File: config.mk
export PLATFORM = sky130hd
export DESIGN_NAME = mem_bus_arbiter
export DESIGN_NICKNAME = d
export VERILOG_FILES = /design/src/rtl/mem_bus_arbiter.sv
export SDC_FILE = /design/constraint.sdc
export NUM_CORES = 1
export LEC_CHECK = 0
export BUFFER_PORTS_ARGS = -buffer_cell sky130_fd_sc_hd__buf_2
export CAP_MARGIN = 15
export CORE_AREA = 2 2 264 266
export CTS_BUF_LIST = sky130_fd_sc_hd__clkbuf_2
export DETAILED_ROUTE_END_ITERATION = 12
export DIE_AREA = 0 0 266 268
export PLACE_DENSITY = 0.51
export SKIP_LAST_GASP = 1
export SLEW_MARGIN = 10
export SYNTH_ARGS = -nofsm -noshare
export SYNTH_HDL_FRONTEND = slang
export SYNTH_SLANG_ARGS = --single-unit
File: constraint.sdc
create_clock -name CLK -period 1.9 [get_ports CLK]
set_input_delay 0.095 -clock CLK [delete_from_list [all_inputs] [get_ports CLK]]
set_output_delay 0.095 -clock CLK [all_outputs]
set_load 0.01 [all_outputs]
File: src/rtl/mem_bus_arbiter.sv
// Round-robin arbiter sharing one memory port between I-cache refill and D-cache refill/write-back.
// Min 3 cycles request to BUSYWAIT low; non-granted side stalls on BUSYWAIT; memory hangs trip a sticky ERR.
module mem_bus_arbiter #(
  parameter int ADDR_W  = 6,
  parameter int DATA_W  = 128,
  parameter int TIMEOUT = 255
) (
  input  logic              CLK,
  input  logic              RESET,
  input  logic              I_READ,
  input  logic [ADDR_W-1:0] I_ADDRESS,
  output logic [DATA_W-1:0] I_READDATA,
  output logic              I_BUSYWAIT,
  input  logic              D_READ,
  input  logic              D_WRITE,
  input  logic [ADDR_W-1:0] D_ADDRESS,
  input  logic [DATA_W-1:0] D_WRITEDATA,
  output logic [DATA_W-1:0] D_READDATA,
  output logic              D_BUSYWAIT,
  output logic              MEM_READ,
  output logic              MEM_WRITE,
  output logic [ADDR_W-1:0] MEM_ADDRESS,
  output logic [DATA_W-1:0] MEM_WRITEDATA,
  input  logic [DATA_W-1:0] MEM_READDATA,
  input  logic              MEM_BUSYWAIT,
  output logic              ERR
);

  localparam int CNT_W = $clog2(TIMEOUT + 1);
  localparam logic GRANT_I = 1'b0;
  localparam logic GRANT_D = 1'b1;

  typedef enum logic [2:0] {IDLE, I_ACC, D_ACC, I_DONE, D_DONE} state_t;

  state_t             state_q, state_d;
  logic               last_grant_q, last_grant_d;
  logic [CNT_W-1:0]   cnt_q, cnt_d;
  logic               err_q, err_d;
  logic               mem_read_q, mem_read_d;
  logic               mem_write_q, mem_write_d;
  logic [ADDR_W-1:0]  mem_addr_q, mem_addr_d;
  logic [DATA_W-1:0]  mem_wdata_q, mem_wdata_d;
  logic [DATA_W-1:0]  i_rdata_q, i_rdata_d;
  logic [DATA_W-1:0]  d_rdata_q, d_rdata_d;

  logic i_req, d_req, done_ok, timed_out;

  assign i_req = I_READ;
  assign d_req = D_READ | D_WRITE;

  always_comb begin
    state_d      = state_q;
    last_grant_d = last_grant_q;
    cnt_d        = cnt_q;
    err_d        = err_q;
    mem_read_d   = mem_read_q;
    mem_write_d  = mem_write_q;
    mem_addr_d   = mem_addr_q;
    mem_wdata_d  = mem_wdata_q;
    i_rdata_d    = i_rdata_q;
    d_rdata_d    = d_rdata_q;
    done_ok      = 1'b0;
    timed_out    = 1'b0;

    case (state_q)
      IDLE: begin
        if (i_req && (!d_req || last_grant_q == GRANT_D)) begin
          state_d     = I_ACC;
          mem_addr_d  = I_ADDRESS;
          mem_read_d  = 1'b1;
          mem_write_d = 1'b0;
          cnt_d       = '0;
        end else if (d_req) begin
          // Write wins when both D strobes are (illegally) high.
          state_d     = D_ACC;
          mem_addr_d  = D_ADDRESS;
          mem_wdata_d = D_WRITEDATA;
          mem_write_d = D_WRITE;
          mem_read_d  = !D_WRITE;
          cnt_d       = '0;
        end
      end
      I_ACC, D_ACC: begin
        cnt_d = cnt_q + CNT_W'(1);
        // Memory may not have raised busy yet in the first access cycle.
        done_ok   = (cnt_q != '0) && !MEM_BUSYWAIT;
        timed_out = (cnt_d == CNT_W'(TIMEOUT));
        if (done_ok || timed_out) begin
          mem_read_d  = 1'b0;
          mem_write_d = 1'b0;
          if (!done_ok) err_d = 1'b1;
          if (state_q == I_ACC) begin
            if (done_ok) i_rdata_d = MEM_READDATA;
            last_grant_d = GRANT_I;
            state_d      = I_DONE;
          end else begin
            if (done_ok && mem_read_q) d_rdata_d = MEM_READDATA;
            last_grant_d = GRANT_D;
            state_d      = D_DONE;
          end
        end
      end
      I_DONE, D_DONE: state_d = IDLE;
      default:        state_d = IDLE;
    endcase
  end

  always_ff @(posedge CLK) begin
    if (RESET) begin
      state_q      <= IDLE;
      last_grant_q <= GRANT_D;
      cnt_q        <= '0;
      err_q        <= 1'b0;
      mem_read_q   <= 1'b0;
      mem_write_q  <= 1'b0;
      mem_addr_q   <= '0;
      mem_wdata_q  <= '0;
      i_rdata_q    <= '0;
      d_rdata_q    <= '0;
    end else begin
      state_q      <= state_d;
      last_grant_q <= last_grant_d;
      cnt_q        <= cnt_d;
      err_q        <= err_d;
      mem_read_q   <= mem_read_d;
      mem_write_q  <= mem_write_d;
      mem_addr_q   <= mem_addr_d;
      mem_wdata_q  <= mem_wdata_d;
      i_rdata_q    <= i_rdata_d;
      d_rdata_q    <= d_rdata_d;
    end
  end

  assign I_BUSYWAIT    = i_req && (state_q != I_DONE);
  assign D_BUSYWAIT    = d_req && (state_q != D_DONE);
  assign I_READDATA    = i_rdata_q;
  assign D_READDATA    = d_rdata_q;
  assign MEM_READ      = mem_read_q;
  assign MEM_WRITE     = mem_write_q;
  assign MEM_ADDRESS   = mem_addr_q;
  assign MEM_WRITEDATA = mem_wdata_q;
  assign ERR           = err_q;

endmodule

==> impl_metrics.tcl, run 1 <==
set metrics [dict create \
    r2r_slack_ns 0.01 \
    powerDensity_nw_per_um2 834 \
    maxCapViolations 0 \
    fin_crit_ns 2.11 \
    synth_edf_count 0 \
    worst_pin_slew_ns 0.833 \
    synth_most_common_cell "nand2_1" \
    gp_congestion 0.841 \
    end_kind "flip-flop" \
    slew_violations 0 \
    clock_tree.root_cell "clkbuf_2" \
    worstPathMaxFanout 8 \
    yosysSeqAreaShare_pct 56.5 \
    start_util_pct 21.0 \
    firstDrtPassIters 5 \
    skew_ns 0.109 \
    synth_cell_types 46 \
    ios 669 \
    cp_common_cell "dlygate4sd3_1" \
    timing.rr.start "cnt_q[0]" \
    grt_max_degree 82 \
    placedInstanceArea_um2 19300 \
    hold_depth 7 \
    min_to "I_READDATA[104]" \
    outcome "complete, but fails checks" \
    die-area_um2 71300 \
    syn_inst 1817 \
    rsz0062_at_grt "yes" \
    num_rows 96 \
    setup_slack_ns -0.207 \
    finalHoldViolCount 0 \
    cp-start-kind "primary input" \
    fin_crit_sh_pct 111 \
    grt_usage_pct 18.0 \
    path_class "in2reg" \
    violations "setup timing" \
    finish.instance_area_um2 27900 \
    cts_tree "built" \
    nets 3446 \
    hp-start "MEM_BUSYWAIT" \
    syn_nets 2094 \
    numCtsBuffers 111 \
    clock_path_buffers 3 \
    hold_class "in2reg" \
    max_stage_delay_ns 0.60 \
    dp_hpwl_mm 42.7 \
    ys_top_cells_by_area "dfxtp_1 (57%), nand2_1 (20%), a21oi_1 (14%), buf_2 (2.4%), clkbuf_1 (1.6%)" \
    syn_avg_cell_area_um2 7.90 \
    synth_flop_cell "dfxtp_1" \
    grt_pass1_vias 17962 \
    area_growth_pct 94.7 \
    busiest_layer "met2" \
    yosysWarnings 0 \
    postSynth.asyncResetShare_pct 0 \
    place_worst_setup_slack_ns -0.145 \
    syn-cell-area_um2 14300 \
    finish.utilization_pct 40.9 \
    overflow 0 \
    core_area_um2 68200 \
    rr_endpoint "state_q[1]" \
    synth_top_area_share_pct 56.5 \
    setup_tns_ns -1.30 \
    grtUsageMet2_pct 31.8 \
    via_count 18036 \
    wl_per_cell_um 17.0 \
    ys_ff_latch 405 \
    crit_slowest_cell "dlygate4sd3_1" \
    netlist_top_cells_count "nand2_1 (776), dfxtp_1 (405), a21oi_1 (397)" \
    met1_usage_pct 19.5 \
    clock_latency_ns 1.13 \
    setup_viol 13 \
    grt_use_met3_pct 5.18 \
    critPathBufInv 5 \
    p_leak_nw 12.2 \
    fp.dieW_um 266 \
    cts_htree_levels 3 \
    numPortBuffers 668 \
    ant_nets 0 \
    antenna_found_initial 4 \
    cts_num_sinks 405 \
    synth_area_leader_cell "dfxtp_1" \
    r2r_cells 6 \
    grt_pass1_wl_mm 100 \
    drt_iter0_markers 1018 \
    path_cells "dlygate4sd3_1, buf_2, dlygate4sd3_1, or3_1, dlygate4sd3_1, a22oi_1, buf_4, o21bai_1, a21oi_1, nor2_1" \
    cp.required_ns 2.86 \
    power_mw 23.3 \
    cp_data_arrival_time_ns 3.07 \
    fp.dieH_um 268 \
    slew_headroom_pct 44.3 \
    timing.fmax_ghz 0.475 \
    drt-total-wl_mm 70.6 \
    ir_worst_vdd_uv 502 \
    drc 0 \
    cpLargestDelayFamily "buffers and inverters" \
    vias_per_cell 4.35 \
    drive_gt1_share_pct 38.6 \
    clkTransAtPathRegs_ns 0.10 \
]
final cells by class:
cell class              instances  area [µm²]
fillers                      6659       40300
clock inverters                25         130
flip-flops and latches        405        8370
multi-input cells            1273        5790
inverters                       5        18.8
well taps                     882        1100
diodes                          8        20.0
clock buffers                 172         861
repair buffers               1373       11600
registers in the layout, indices dropped and copies added, names as in the netlist:
register,flops
D_READDATA,128
I_READDATA,128
MEM_WRITEDATA,128
cnt_q,8
MEM_ADDRESS,6
state_q,3
ERR,1
MEM_READ,1
MEM_WRITE,1
last_grant_q,1
kinds of logic (layout without fill, tap and decap cells):
group	after synthesis	in the layout	synth area share, %
adders and majority gates	3	3	0.262
other	0	8	0
AOI/OAI and AO/OA	431	431	15.7
xor gates and xnor gates	1	1	0.0611
buffers and inverters	139	1575	4.44
DFF	405	405	56.5
muxes	7	7	0.488
and+or+nand+nor	831	831	22.5
metrics by stage:
stage               std cells  hold WS, ns
finish                   4143        0.219
floorplan                1817        0.231
global route             4142       0.0187
detailed placement       3333        0.341
CTS                      4093       0.0142
global placement         3333        0.336
metal layers:
| metal | share of wire, % | wire, µm | vias up |
|---|---|---|---|
| met5 | 0 | 0 | - |
| met4 | 4.8 | 3360 | 0 |
| met2 | 50 | 35200 | 818 |
| met3 | 7.1 | 5010 | 184 |
| li1 | - | - | 8687 |
| met1 | 38 | 27000 | 8347 |
report_power, final:
part           internal [mW]  switching (mW)
clock                   2.44            3.92
combinational           3.41            3.68
sequential              9.35           0.502
cells in the final DEF, fill, tap and decap left out, drive strengths merged, types with 9 or more instances in the layout:
master       synthesis  layout
buf                 72     814
nand2              776     776
dlygate4sd3          0     547
dfxtp              405     405
a21oi              399     399
clkbuf              62     182
nor2                20      20
clkinv               0      19
inv                  5      10
o21ai                9       9
worst register-to-register path, cell delays in order (launching register included):
cell and delay (ns):
dfxtp_2 0.34, buf_6 0.12, ha_4 0.17, or4b_4 0.55
a32oi_4 0.28, a211o_2 0.20, mux2i_1 0.16
worst max path at each step:
stage / from / endpoint / cells past startpoint
global placement: cnt_q[0] / D_READDATA[43] / 11
finish: D_WRITE / cnt_q[5] / 10
CTS: state_q[1] / I_BUSYWAIT / 3
detailed placement: cnt_q[0] / D_READDATA[21] / 10
global route: state_q[1] / D_BUSYWAIT / 4
floorplan: cnt_q[0] / D_READDATA[107] / 10
timing repair:
item	4_1_cts	5_1_grt
setup endpoints to repair	343	340
endpoints found under the hold margin	405	0
resized for setup	263	170
setup buffers	9	32
gates cloned	7	11
pin swaps	10	22
hold buffers	548	0
Note: power is estimated with default switching activity, not from simulation.
==> run 2, diff against run 1 <==
--- a/config.mk
+++ b/config.mk
@@ -7,10 +7,10 @@
 export LEC_CHECK = 0
 export BUFFER_PORTS_ARGS = -buffer_cell sky130_fd_sc_hd__buf_2
 export CAP_MARGIN = 15
-export CORE_AREA = 2 2 264 266
+export CORE_AREA = 2 2 257 259
 export CTS_BUF_LIST = sky130_fd_sc_hd__clkbuf_2
 export DETAILED_ROUTE_END_ITERATION = 12
-export DIE_AREA = 0 0 266 268
+export DIE_AREA = 0 0 259 261
 export PLACE_DENSITY = 0.51
 export SKIP_LAST_GASP = 1
 export SLEW_MARGIN = 10
==> constraint.sdc (replaced) <==
create_clock -name CLK -period 2.25 [get_ports CLK]
set_input_delay 0.1125 -clock CLK [delete_from_list [all_inputs] [get_ports CLK]]
set_output_delay 0.1125 -clock CLK [all_outputs]
set_load 0.01 [all_outputs]
==> run 2 against run 1 <==
The flow now finishes without violations; flip-flop and latch count unchanged; routed wire length shrank 9.9%; count of clock-buffer cells in the layout decreased by 9; setup slack improved by 0.24 ns; combinational power is 19% lower; critical endpoint is now MEM_WRITEDATA[125]; largest power group unchanged.
==> impl_metrics.tcl, run 2 (synthesis results as in run 1) <==
set metrics [dict create \
    clock_latency_ns 1.11 \
    final_cell_mix "nand2_1 (775), buf_2 (667), dlygate4sd3_1 (595), dfxtp_1 (402), a21oi_1 (396)" \
    wl_per_cell_um 15.5 \
    hp-start "I_READ" \
    place_worst_setup_slack_ns 0.0833 \
    slew_violations 0 \
    grt_pass1_wl_mm 94.8 \
    drt-total-wl_mm 63.6 \
    drive_gt1_share_pct 29.7 \
    grt_max_degree 97 \
    hold_class "in2reg" \
    worst_pin_slew_ns 0.614 \
    start_util_pct 22.1 \
    timing.rr.start "state_q[1]" \
    fp.dieH_um 261 \
    vias_per_cell 4.28 \
    drc 0 \
    overflow 0 \
    antenna_found_initial 4 \
    via_count 17549 \
    setup_viol 0 \
    die-area_um2 67600 \
    skew_ns 0.101 \
    numCtsBuffers 108 \
    cp_data_arrival_time_ns 3.24 \
    fin_cells 4097 \
    cp.required_ns 3.28 \
    grt_usage_pct 17.6 \
    timing.fmax_ghz 0.452 \
    maxCapViolations 0 \
    rsz0062_at_grt "yes" \
    dp_hpwl_mm 40.7 \
    layout_commonest_cell "nand2_1" \
    area_growth_pct 82.7 \
    clkTransAtPathRegs_ns 0.10 \
    power_mw 19.3 \
    cts_num_sinks 405 \
    worstSetupStartpoint "state_q[1]" \
    drt_iter0_markers 891 \
    clock_tree.root_cell "clkbuf_2" \
    fin_crit_sh_pct 98.4 \
    hold_depth 5 \
    r2r_cells 7 \
    nets 3423 \
    path_class "reg2reg" \
    powerDensity_nw_per_um2 736 \
    p_leak_nw 11.5 \
    r2r_slack_ns 0.04 \
    grt_pass1_vias 17701 \
    place_inst 3290 \
    fin_crit_ns 2.21 \
    rr_endpoint "MEM_WRITEDATA[125]" \
    num_rows 94 \
    min_to "MEM_ADDRESS[1]" \
    outcome "finished, final reports clean" \
    clock_path_buffers 3 \
    cp-start-kind "flip-flop" \
    numPortBuffers 668 \
    finalHoldViolCount 0 \
    cts_htree_levels 3 \
    cts_tree "built" \
    slew_headroom_pct 59.1 \
    ir_worst_vdd_uv 534 \
    firstDrtPassIters 5 \
    ant_nets 0 \
    finish.instance_area_um2 26200 \
    ios 669 \
    gp_congestion 0.800 \
    setup_slack_ns 0.0359 \
    core_area_um2 65000 \
    fillers 6447 \
    setup_tns_ns 0 \
    placedInstanceArea_um2 19000 \
    end_kind "flip-flop" \
    fp.dieW_um 259 \
    worstPathMaxFanout 17 \
]
==> run 2: report_power, final <==
group	internal, mW	total (mW)	switching [mW]
combinational	2.67	5.77	3.10
clock	2.06	5.30	3.24
sequential	7.84	8.23	0.386
total	12.6	19.3	6.72
==> run 2: metal layers <==
layer | up-vias | track usage, % | routed length (µm) | part of all wire, %
met5 | - | 0 | 13 | 0.020
met4 | 2 | 7.85 | 2330 | 3.7
met3 | 149 | 4.97 | 4740 | 7.5
met2 | 720 | 31.4 | 31600 | 50
met1 | 8059 | 19.4 | 24900 | 39
li1 | 8619 | - | - | -
==> run 2: worst max path at each step <==
stage / endpoint / slack (ns) / cells past startpoint
2_1_floorplan: last_grant_q / 0.33 / 6
3_3_place_gp: D_READDATA[4] / 0.12 / 8
3_5_place_dp: D_READDATA[58] / 0.08 / 9
4_1_cts: I_BUSYWAIT / 0.0006 / 3
5_1_grt: I_BUSYWAIT / -0.05 / 3
6_report: MEM_WRITEDATA[125] / 0.04 / 7
==> run 2: cell type report <==
class | instances | area, µm² | area share (%)
repair buffers | 1352 | 10300 | 39.4
flip-flops and latches | 405 | 8120 | 31.0
multi-input cells | 1274 | 5690 | 21.7
well taps | 864 | 1080 | 4.12
clock buffers | 163 | 816 | 3.11
clock inverters | 28 | 155 | 0.592
inverters | 5 | 18.8 | 0.0716
diodes | 6 | 15.0 | 0.0573
==> run 2: timing repair <==
action                                  4_1_cts  5_1_grt
hold endpoints to repair                    405        0
endpoints found under the setup margin        4       68
cloned                                        0        1
hold buffers                                598        0
setup buffers                                 1       11
resized for setup                             6        7
pin swaps                                     1        4
==> run 2: metrics by stage <==
stage               util, %  hold WS, ns
detailed placement     29.3        0.360
finish                 40.3        0.151
global route           40.3      -0.0418
floorplan                 -        0.248
CTS                    40.1       0.0599
global placement       29.3        0.356
==> run 2: worst max-delay path, stage by stage, from the launching register on <==
cell and delay [ns]:
dfxtp_4 0.36, buf_4 0.15, nor3_4 0.23, and2_4 0.27, buf_4 0.27, nand2_1 0.12
dlygate4sd3_1 0.59, a21oi_1 0.15
==> run 3, diff against run 2 <==
--- a/config.mk
+++ b/config.mk
@@ -6,12 +6,13 @@
 export NUM_CORES = 1
 export LEC_CHECK = 0
 export BUFFER_PORTS_ARGS = -buffer_cell sky130_fd_sc_hd__buf_2
-export CAP_MARGIN = 15
-export CORE_AREA = 2 2 257 259
+export CELL_PAD_IN_SITES_DETAIL_PLACEMENT = 0
+export CELL_PAD_IN_SITES_GLOBAL_PLACEMENT = 1
+export CORE_AREA = 2 2 260 262
 export CTS_BUF_LIST = sky130_fd_sc_hd__clkbuf_2
 export DETAILED_ROUTE_END_ITERATION = 12
-export DIE_AREA = 0 0 259 261
-export PLACE_DENSITY = 0.51
+export DIE_AREA = 0 0 262 264
+export PLACE_DENSITY = 0.64
 export SKIP_LAST_GASP = 1
 export SLEW_MARGIN = 10
 export SYNTH_ARGS = -nofsm -noshare
==> run 3 against run 2 <==
Cell area is 0.95% lower; critical endpoint is now MEM_WRITEDATA[38]; critical path depth stayed put; cell count is 0.27% lower; via count is 0.93% higher; critical path type unchanged; clock skew is 0.024 ns higher; non-clock buffer count is 24 lower; global-route usage is 0.86 points higher; register-to-register slack better by 0.02 ns; sequential share of layout area is 0.30 points higher.
==> impl_metrics.tcl, run 3 (synthesis results as in run 1) <==
set metrics [dict create \
    p_sw_mw 6.70 \
    place_worst_setup_slack_ns 0.145 \
    setup_tns_ns 0 \
    finalHoldViolCount 0 \
    cp-start-kind "flip-flop" \
    firstDrtPassIters 5 \
    ir_worst_vdd_uv 444 \
    r2r_cells 7 \
    grt_usage_pct 18.4 \
    path_cells "nor3_1, buf_4, and2_4, buf_12, nand2_1, a21oi_1, dlygate4sd3_1" \
    setup_viol 0 \
    crit_slowest_cell "dlygate4sd3_1" \
    cp_data_arrival_time_ns 3.23 \
    overflow 0 \
    clock_tree.root_cell "clkbuf_2" \
    numCtsBuffers 112 \
    maxCapViolations 0 \
    hold_class "in2reg" \
    p_int_mw 12.3 \
    clock_latency_ns 1.11 \
    p_comb_share_pct 29.0 \
    drive_gt1_share_pct 29.1 \
    cp.required_ns 3.29 \
    clkPwrFrac_pct 27.7 \
    grt_pass1_wl_mm 99.4 \
    via_count 17712 \
    die-area_um2 69200 \
    drt-total-wl_mm 67.5 \
    end_kind "flip-flop" \
    path_class "reg2reg" \
    hold_depth 5 \
    outcome "finished, final reports clean" \
    ant_nets 0 \
    skew_ns 0.125 \
    nets 3403 \
    numPortBuffers 668 \
    num_rows 95 \
    cp.depth 7 \
    cts_htree_levels 3 \
    drc 0 \
    finish.utilization_pct 39.0 \
    grt_pass1_vias 18165 \
    core_area_um2 66600 \
    dp_hpwl_mm 44.7 \
    cts_num_sinks 405 \
    gp_congestion 0.861 \
    r2r_slack_ns 0.05 \
    slew_violations 0 \
    layout_commonest_cell "nand2_1" \
    grt_max_degree 95 \
    fin_crit_sh_pct 97.6 \
    setup_slack_ns 0.0547 \
    powerDensity_nw_per_um2 733 \
    fin_crit_ns 2.20 \
    timing.fmax_ghz 0.456 \
    critPathBufInv 3 \
    area_growth_pct 80.9 \
    clkTransAtPathRegs_ns 0.10 \
    slew_headroom_pct 44.5 \
    ios 669 \
    p_leak_nw 11.4 \
    power.share.sequential_pct 43.3 \
    antenna_found_initial 8 \
    vias_per_cell 4.33 \
    start_util_pct 21.6 \
    clock_path_buffers 3 \
    worst_pin_slew_ns 0.832 \
    fp.dieW_um 262 \
    wl_per_cell_um 16.5 \
    swShare_pct 35.2 \
    fp.dieH_um 264 \
    rsz0062_at_grt "yes" \
    max_stage_delay_ns 0.57 \
    drt_iter0_markers 909 \
    worstPathMaxFanout 54 \
    cpLargestDelayFamily "buffers and inverters" \
    cts_tree "built" \
    final_cell_mix "nand2_1 (775), buf_2 (667), dlygate4sd3_1 (598), dfxtp_1 (402), a21oi_1 (396)" \
]
-- run 3: cell count changes in the layout (fill, tap and decap cells not counted), moves of 3 or more --
| cell | change |
|---|---|
| buf_4 | -23 |
| clkbuf_2 | +5 |
| dlygate4sd3_1 | +3 |
| buf_12 | -7 |
| buf_6 | +3 |
-- run 3: timing repair --
action                                 4_1_cts  5_1_grt
hold buffers                               599        0
endpoints found under the hold margin      405        0
cloned                                       0        1
pin swaps                                    0        1
resized for setup                            5        8
setup endpoints to repair                    2       52
buffers inserted                             0        2
-- run 3: layout make-up --
class,instances,area (µm²)
clock inverter,27,129
antenna,6,15.0
tap,873,1090
sequential,405,8120
timing repair buffer,1328,10100
inverter,5,18.8
fill,6819,40600
multi-input combinational,1274,5670
clock buffer,168,841
-- run 3: metrics by stage --
stage	hold WS (ns)	total power [mW]	area, µm²	std cells
2_1_floorplan	0.248	10.6	14300	1817
5_1_grt	0.0676	20.2	26000	4086
6_report	0.214	19.0	26000	4086
3_5_place_dp	0.358	12.7	18900	3283
4_1_cts	0.00318	19.1	25900	4077
3_3_place_gp	0.351	12.6	18900	3283
-- run 3: layer usage --
metal / GRT usage [%] / part of all wire, % / vias to the layer above / wire (µm)
li1: - / - / 8590 / -
met1: 18.5 / 37 / 8208 / 24800
met2: 32.3 / 49 / 730 / 33000
met3: 5.92 / 8.2 / 182 / 5520
met4: 12.2 / 6.2 / 2 / 4210
met5: 0 / 0.019 / - / 13
-- run 3: path summary, 6_finish.rpt --
kind                       endpoint            start
setup / recovery  MEM_WRITEDATA[38]       state_q[0]
setup reg to reg  MEM_WRITEDATA[38]       state_q[0]
hold / removal       MEM_ADDRESS[2]           D_READ
hold reg to reg     D_READDATA[108]  D_READDATA[108]
-- run 3: power by group through the flow --
stage                     Combinational (mW)  Sequential, mW  Clock, mW
final                                   5.51            8.24       5.27
after global routing                    5.94            8.32       5.92
after CTS                               5.34            8.22       5.50
after detailed placement                4.29            8.37          0
after global placement                  4.23            8.35          0
after floorplan                         2.01            8.62          0
-- run 3: tightest hold or removal path: stages --
cell and delay, ns:
dlygate4sd3_1 0.53, buf_2 0.11, or3_1 0.12, and2_1 0.30, a211oi_1 0.11
